$ cat config.mk
export PLATFORM = sky130hd
export DESIGN_NAME = hram_cmd_sequencer
export DESIGN_NICKNAME = d
export VERILOG_FILES = /design/src/rtl/hram_cmd_sequencer.sv
export SDC_FILE = /design/constraint.sdc
export NUM_CORES = 1
export LEC_CHECK = 0
export ABC_AREA = 1
export CAP_MARGIN = 20
export CORE_MARGIN = 2
export CORE_UTILIZATION = 45
export CTS_CLUSTER_DIAMETER = 200
export DETAILED_ROUTE_END_ITERATION = 8
export GPL_TIMING_DRIVEN = 0
export MAX_ROUTING_LAYER = met4
export PLACE_DENSITY_LB_ADDON = 0.15
export SLEW_MARGIN = 20
export SYNTH_ARGS = -nofsm -noshare
export SYNTH_HDL_FRONTEND = slang
export SYNTH_SLANG_ARGS = --single-unit
$ cat constraint.sdc
create_clock -name clk -period 23.8 [get_ports clk]
set_input_delay 7.14 -clock clk [delete_from_list [all_inputs] [get_ports clk]]
set_output_delay 7.14 -clock clk [all_outputs]
set_load 0.01 [all_outputs]
$ cat src/rtl/hram_cmd_sequencer.sv
`timescale 1ns/1ps
// Command sequencer between the UART pair and the HyperRAM controller: collects
// 5-byte frames, executes them, and answers every accepted frame with 5 bytes.
module hram_cmd_sequencer #(
  parameter int unsigned RX_GAP_TIMEOUT = 24000,
  parameter int unsigned HRAM_TIMEOUT   = 4096,
  parameter logic [31:0] CONST_VALUE    = 32'd259
) (
  input  logic        clk,
  input  logic        reset,
  input  logic [7:0]  rx_data,
  input  logic        rx_valid,
  output logic [7:0]  tx_data,
  output logic        tx_start,
  input  logic        tx_ready,
  output logic [31:0] hram_addr,
  output logic [31:0] hram_wr_d,
  output logic        hram_wr_req,
  output logic        hram_rd_req,
  input  logic        hram_busy,
  input  logic [31:0] hram_rd_d,
  input  logic        hram_rd_rdy,
  output logic        overrun
);

  typedef enum logic [2:0] {
    S_COLLECT,
    S_EXEC,
    S_ISSUE,
    S_WAIT,
    S_RESP
  } state_t;

  localparam logic [7:0] CMD_ADDR     = 8'h01;
  localparam logic [7:0] CMD_LOAD     = 8'h02;
  localparam logic [7:0] CMD_WRITE    = 8'h03;
  localparam logic [7:0] CMD_READ     = 8'h04;
  localparam logic [7:0] CMD_READ_REQ = 8'h05;
  localparam logic [7:0] CMD_COUNT    = 8'h06;
  localparam logic [7:0] CMD_CONST    = 8'h07;
  localparam logic [7:0] RSP_BAD_CMD  = 8'hFF;
  localparam logic [7:0] RSP_TIMEOUT  = 8'hEE;

  localparam int GAP_W = $clog2(RX_GAP_TIMEOUT + 1);
  localparam int HTO_W = $clog2(HRAM_TIMEOUT + 1);

  state_t             state;
  state_t             state_next;
  logic [39:0]        frame;
  logic [2:0]         byte_cnt;
  logic [GAP_W-1:0]   gap_cnt;
  logic [HTO_W-1:0]   hto_cnt;
  logic [31:0]        rd_latch;
  logic [31:0]        count_q;
  logic [39:0]        resp;
  logic [2:0]         tx_idx;
  logic               tx_sent;
  logic               seen_busy;

  logic [7:0]  cmd;
  logic [31:0] data;
  logic        is_read;
  logic        is_issue;
  logic        hto_expired;
  logic        wait_done;

  assign cmd         = frame[39:32];
  assign data        = frame[31:0];
  assign is_read     = (cmd == CMD_READ_REQ);
  assign is_issue    = (cmd == CMD_WRITE) || (cmd == CMD_READ_REQ);
  assign hto_expired = (hto_cnt == HTO_W'(HRAM_TIMEOUT));
  // A write completes only after busy has been seen high and then low again.
  assign wait_done   = is_read ? hram_rd_rdy : (seen_busy && !hram_busy);

  always_ff @(posedge clk or posedge reset) begin
    if (reset) state <= S_COLLECT;
    // NOTE: sequential state uses non-blocking assignments so every register samples pre-edge values.
    else       state <= state_next;
  end

  always_comb begin
    // NOTE: every output of this block gets a default first, so no path can infer a latch.
    state_next  = state;
    tx_start    = 1'b0;
    tx_data     = 8'h00;
    hram_wr_req = 1'b0;
    hram_rd_req = 1'b0;
    case (state)
      S_COLLECT: if (rx_valid && byte_cnt == 3'd4) state_next = S_EXEC;
      S_EXEC:    state_next = is_issue ? S_ISSUE : S_RESP;
      S_ISSUE: begin
        if (hto_expired) begin
          state_next = S_RESP;
        end else if (!hram_busy) begin
          hram_wr_req = !is_read;
          hram_rd_req = is_read;
          state_next  = S_WAIT;
        end
      end
      S_WAIT: if (wait_done || hto_expired) state_next = S_RESP;
      S_RESP: begin
        tx_data = resp[39:32];
        if (!tx_sent)                             tx_start   = tx_ready;
        else if (!tx_ready && tx_idx == 3'd4)     state_next = S_COLLECT;
      end
      default: state_next = S_COLLECT;
    endcase
  end

  always_ff @(posedge clk or posedge reset) begin
    if (reset) begin
      frame     <= '0;
      byte_cnt  <= '0;
      gap_cnt   <= '0;
      hto_cnt   <= '0;
      hram_addr <= '0;
      hram_wr_d <= '0;
      rd_latch  <= '0;
      count_q   <= '0;
      resp      <= '0;
      tx_idx    <= '0;
      tx_sent   <= 1'b0;
      seen_busy <= 1'b0;
      overrun   <= 1'b0;
    end else begin
      if (rx_valid && state != S_COLLECT) overrun <= 1'b1;
      case (state)
        S_COLLECT: begin
          if (rx_valid) begin
            frame    <= {frame[31:0], rx_data};
            byte_cnt <= (byte_cnt == 3'd4) ? 3'd0 : byte_cnt + 3'd1;
            gap_cnt  <= '0;
          end else if (byte_cnt != 3'd0) begin
            // A stalled partial frame is dropped silently.
            if (gap_cnt == GAP_W'(RX_GAP_TIMEOUT)) begin
              byte_cnt <= '0;
              gap_cnt  <= '0;
            end else begin
              gap_cnt <= gap_cnt + GAP_W'(1);
            end
          end
        end
        S_EXEC: begin
          hto_cnt   <= '0;
          seen_busy <= 1'b0;
          tx_idx    <= '0;
          tx_sent   <= 1'b0;
          case (cmd)
            CMD_ADDR: begin
              hram_addr <= data;
              resp      <= {cmd, data};
            end
            CMD_LOAD: begin
              hram_wr_d <= data;
              resp      <= {cmd, data};
            end
            CMD_WRITE, CMD_READ_REQ: begin
            end
            CMD_READ:  resp <= {cmd, rd_latch};
            CMD_COUNT: begin
              resp    <= {cmd, count_q};
              count_q <= count_q + 32'd1;
            end
            CMD_CONST: resp <= {cmd, CONST_VALUE};
            default:   resp <= {RSP_BAD_CMD, data};
          endcase
        end
        S_ISSUE, S_WAIT: begin
          hto_cnt <= hto_cnt + HTO_W'(1);
          if (state == S_WAIT && hram_busy) seen_busy <= 1'b1;
          if (state == S_WAIT && wait_done) begin
            resp <= {cmd, (is_read ? hram_rd_d : 32'h0000_0003)};
            if (is_read) rd_latch <= hram_rd_d;
          end else if (hto_expired) begin
            resp <= {RSP_TIMEOUT, hram_addr};
          end
        end
        S_RESP: begin
          // Each byte: strobe when ready, then hold off until the transmitter goes busy.
          if (!tx_sent) begin
            if (tx_ready) tx_sent <= 1'b1;
          end else if (!tx_ready) begin
            tx_sent <= 1'b0;
            tx_idx  <= tx_idx + 3'd1;
            resp    <= {resp[31:0], 8'h00};
          end
        end
        default: begin
        end
      endcase
    end
  end

endmodule

# Yosys cells after proc, flatten, opt, wreduce, memory -nomap -nowiden
# Cells that the tools add are included.
# totals
register_bits	248
latch_bits	0
ram_bits	0
rom_bits	0
output_inout_bits	76
mem_count	0
# op_classes
add_sub_neg	5
mul	0
n_div	0
n_lt_le_gt_ge	0
eq_ne	24
shifts	0
n_mux	40
bitwise	0
reduce_logical	33
# op_table
cell	n
40-bit one-hot mux with 5 select lines	1
40-bit 2-to-1 mux	4
40-bit one-hot mux with 3 select lines	1
15-bit 2-to-1 mux	3
3-bit 2-to-1 mux	13
32-bit by 1-bit adder with 32-bit output (second input constant)	1
8-bit by 3-bit equality test with 1-bit output (second input constant)	4
32-bit 2-to-1 mux	1
13-bit one-hot mux with 2 select lines	1
8-bit by 2-bit equality test with 1-bit output (second input constant)	2
15-bit by 1-bit adder with 15-bit output (second input constant)	1
15-bit equality test (second input constant)	1
3-bit one-hot mux with 5 select lines	1
2-bit inequality test (second input constant)	7
13-bit by 1-bit adder with 13-bit output (second input constant)	1
13-bit equality test (second input constant)	1
2-bit AND reduction	6
1-bit 2-to-1 mux	11
5-bit AND reduction	2
3-bit equality test (second input constant)	3
3-bit AND reduction	3
3-bit nonzero test	3
8-bit by 1-bit equality test with 1-bit output (second input constant)	1
8-bit 2-to-1 mux	1
12 further kinds	29

# Longest topological paths before layout
# depth
word_depth	6
ltp_mapped	14
ltp_nobuf	12

# Least setup slack after synthesis
# OpenSTA, ideal clock, no wires.
# synth_timing
kind	input to output
start	input port hram_busy
end	output port hram_rd_req
t_arrival_ns	7.441
required_time_ns	16.660
path_slack_ns	9.219
path_stages	1
path_cell_list	nor3_1
# synth_via
elab_chain_cells	3
# synth_lines
item	line	text
start, declared	20	input logic hram_busy,
1-bit 2-to-1 mux	94	end else if (!hram_busy) begin
1-bit 2-to-1 mux	92	if (hto_expired) begin
1-bit 2-to-1 mux	88	case (state)
end, declared	19	output logic hram_rd_req,
# No other way between the ends.

# Final worst setup path
# Same ends and word-level chain as after synthesis.

==> flow_summary.toml <==
[status]
outcome = "completed"

[synth]
synth_top_area_share_pct = 49.9
yosys-top-cells-area = "dfrtp_1 50%, nand2_1 18%, o21ai_0 5.8%, nand3_1 4.6%, inv_1 4.6%"
syn-cell-area_mm2 = 0.0124
yosys.cell_types.count = 46
synth_flop_cell = "dfrtp_1"
yosys_warnings = 0
synth_area_per_cell_um2 = 7.64
synth_seq_cells = 248
synth_edf_count = 0
syn_nets = 1681
synth_top_area_cell = "dfrtp_1"
synth_async_sr_flop_share_pct = 100
synth_cells = 1626
synth_seq_area_share_pct = 49.9

[layout]
mostFrequentLayoutCells = "600 x nand2_1, 248 x dfrtp_1, 151 x inv_1, 143 x o21ai_0, 120 x clkdlybuf4s50_1"
utilization_pct = 55.5
multi_input_area_mm2 = 0.00531
n_antenna_cell = 0
final_cells = 2137
area_growth_pct = 20.7
nFillCells = 2563
nets = 1832
seq_area_mm2 = 0.00621
layout_commonest_cell = "nand2_1"
final_cell_area_mm2 = 0.0150
layout-drive-gt1-share_pct = 5.96

[clock_tree]
cts_resized = 0
cts_tree = "built"
clk-insertion-delay-late_ns = 0.56
cts_hold_buf = 0
cts_setup_buffers = 0
clk_pin_slew_ns = 0.06
clockBufferDepth = 3
numCtsBuffers = 27
numClockSinks = 248
cts_max_level = 1
clockRootBuffer = "clkbuf_16"

[sta]
finalCritPeriodShare_pct = 65.8
fin_skew_ns = 0.0269
final-setup-viol-count = 0
maxSlewHeadroom_pct = 37.9
post-route-min-period_ns = 15.67
slew_violations = 0
hold_viol_final = 0
final.setup.tns_ns = 0
rsz0062_at_grt = "no"
tightestPinTransition_ns = 0.927
max_freq_mhz = 63.8

[global_routing]
track_usage_pct = 28.5
antenna_found_initial = 0
grt_max_degree = 101
grt_pass1_vias = 11000
grt_overflow = 0
grt_first_pass_wirelength_um = 61800

[critical_path]
crit_buf_inv = 2
crit_chain = "clkdlybuf4s50_1 > nor3_1 > clkdlybuf4s50_1"
cp.arrival_ns = 8.53
start_kind = "input pin"
reg2reg_depth = 7
cp_top_family = "buffers and inverters"
critPathMaxFanout = 5
worst-path-stages = 3
cp_common_cell = "clkdlybuf4s50_1"
criticalPathCategory = "input pin to primary output"
end_kind = "primary output"
cpPeakStageDelay_ns = 0.59
crit_path_top_delay_cell = "clkdlybuf4s50_1"
crit_required_ns = 16.66

[placed_design]
dp.cells = 2089
dpl-instance-area_mm2 = 0.0141
dp_hpwl_um = 29300
gp_congestion = 0.940
io_buffers = 120

[route]
met1_length_um = 17900
first_iter_violations = 968
dr.pass1.iters = 5
detail-route-antenna-nets = 0
routed_wirelength_um = 39400
routed_via_density = 5.35
route.met2.wl_um = 17500
vias = 11400
dr.max_layer_used = "met4"
routedWlPerCell_um = 18.4
drc = 0
met3WireLength_um = 2860

[power_and_ir_drop]
max-vdd-ir-drop_uv = 75.1
powerDensity_mw_per_mm2 = 110
leakagePower_nw = 7.24

[die]
io_pins = 122
rows = 60
die_w_um = 170
start_util_pct = 46.0
core_mm2 = 0.0270
die_y_um = 170
dieArea_mm2 = 0.0290

[worst_hold_path]
holdCritPathClass = "flop to flop"
holdPathStages = 1

[job]
maxCapViolations = 0
-- power breakdown --
| part | internal [W] | switching (W) |
|---|---|---|
| Sequential | 0.000539 | 0.000101 |
| Clock | 0.000245 | 0.000178 |
| Combinational | 0.000227 | 0.000365 |
| Total | 0.00101 | 0.000644 |
-- routing by layer --
metal / GRT usage (%) / vias up
met5: - / -
met4: 7.92 / 0
met3: 4.65 / 62
met2: 43.0 / 433
met1: 40.0 / 5442
li1: - / 5500
-- worst paths after layout --
kind                           start             to  slack (ns)
max in group asynchronous      reset   hram_wr_d[2]       15.48
min in group asynchronous      reset        overrun        7.09
min                        tx_idx[2]      tx_idx[2]        0.47
max reg2reg                 state[2]  hram_addr[28]       21.34
min reg2reg                tx_idx[2]      tx_idx[2]        0.47
max                        hram_busy    hram_rd_req        8.13
-- cells by family (layout without fill, tap and decap cells) --
| kind of cell | after synthesis | in the layout | synth area share, % |
|---|---|---|---|
| mux | 1 | 1 | 0.0806 |
| flops | 248 | 248 | 49.9 |
| xor+xnor | 31 | 31 | 2.19 |
| simple gates | 909 | 909 | 31.0 |
| buf+inv | 227 | 397 | 7.32 |
| fa+ha+maj | 9 | 9 | 0.906 |
| compound gates | 201 | 201 | 8.51 |
-- per-stage QoR --
| stage | setup slack, ns | hold WS (ns) | total power (W) |
|---|---|---|---|
| global route | 8.07 | 0.484 | 0.00176 |
| detailed placement | 8.17 | 0.461 | 0.00122 |
| finish | 8.13 | 0.467 | 0.00165 |
| CTS | 8.17 | 0.470 | 0.00165 |
| global placement | 6.46 | 0.456 | 0.00122 |
| floorplan | 9.22 | 0.434 | 0.000965 |
-- area by class of cell --
class,instances,area share (%)
inverters,162,4.12
plain buffers,65,1.99
well taps,341,2.84
clock buffers,41,5.39
repair buffers,122,8.37
flip-flops and latches,248,41.4
multi-input cells,1151,35.4
clock inverters,7,0.525
-- Yosys cell counts, drive strengths merged, types with 24 or more instances --
cell / instances
nor3: 26
clkbuf: 33
nand4: 39
nand2: 610
a21oi: 32
nor2: 105
buf: 32
dfrtp: 248
inv: 160
nand3: 116
o21ai: 145
xor2: 24
-- flip-flops by register name, indices dropped and copies added, names as in the netlist --
register,count
hram_addr,32
hto_cnt,13
frame,40
gap_cnt,15
tx_sent,1
count_q,32
rd_latch,32
seen_busy,1
resp,40
state,3
tx_idx,3
hram_wr_d,32
byte_cnt,3
overrun,1
-- worst reg2reg max path, stage by stage, from the launching register on --
cell	delay, ns
dfrtp_1	0.43
nor2_2	0.18
nand2_2	0.22
inv_1	0.22
nand4_1	0.54
clkbuf_1	0.50
nand2_1	0.16
o21ai_0	0.09
(Power assumes the default switching activity.)
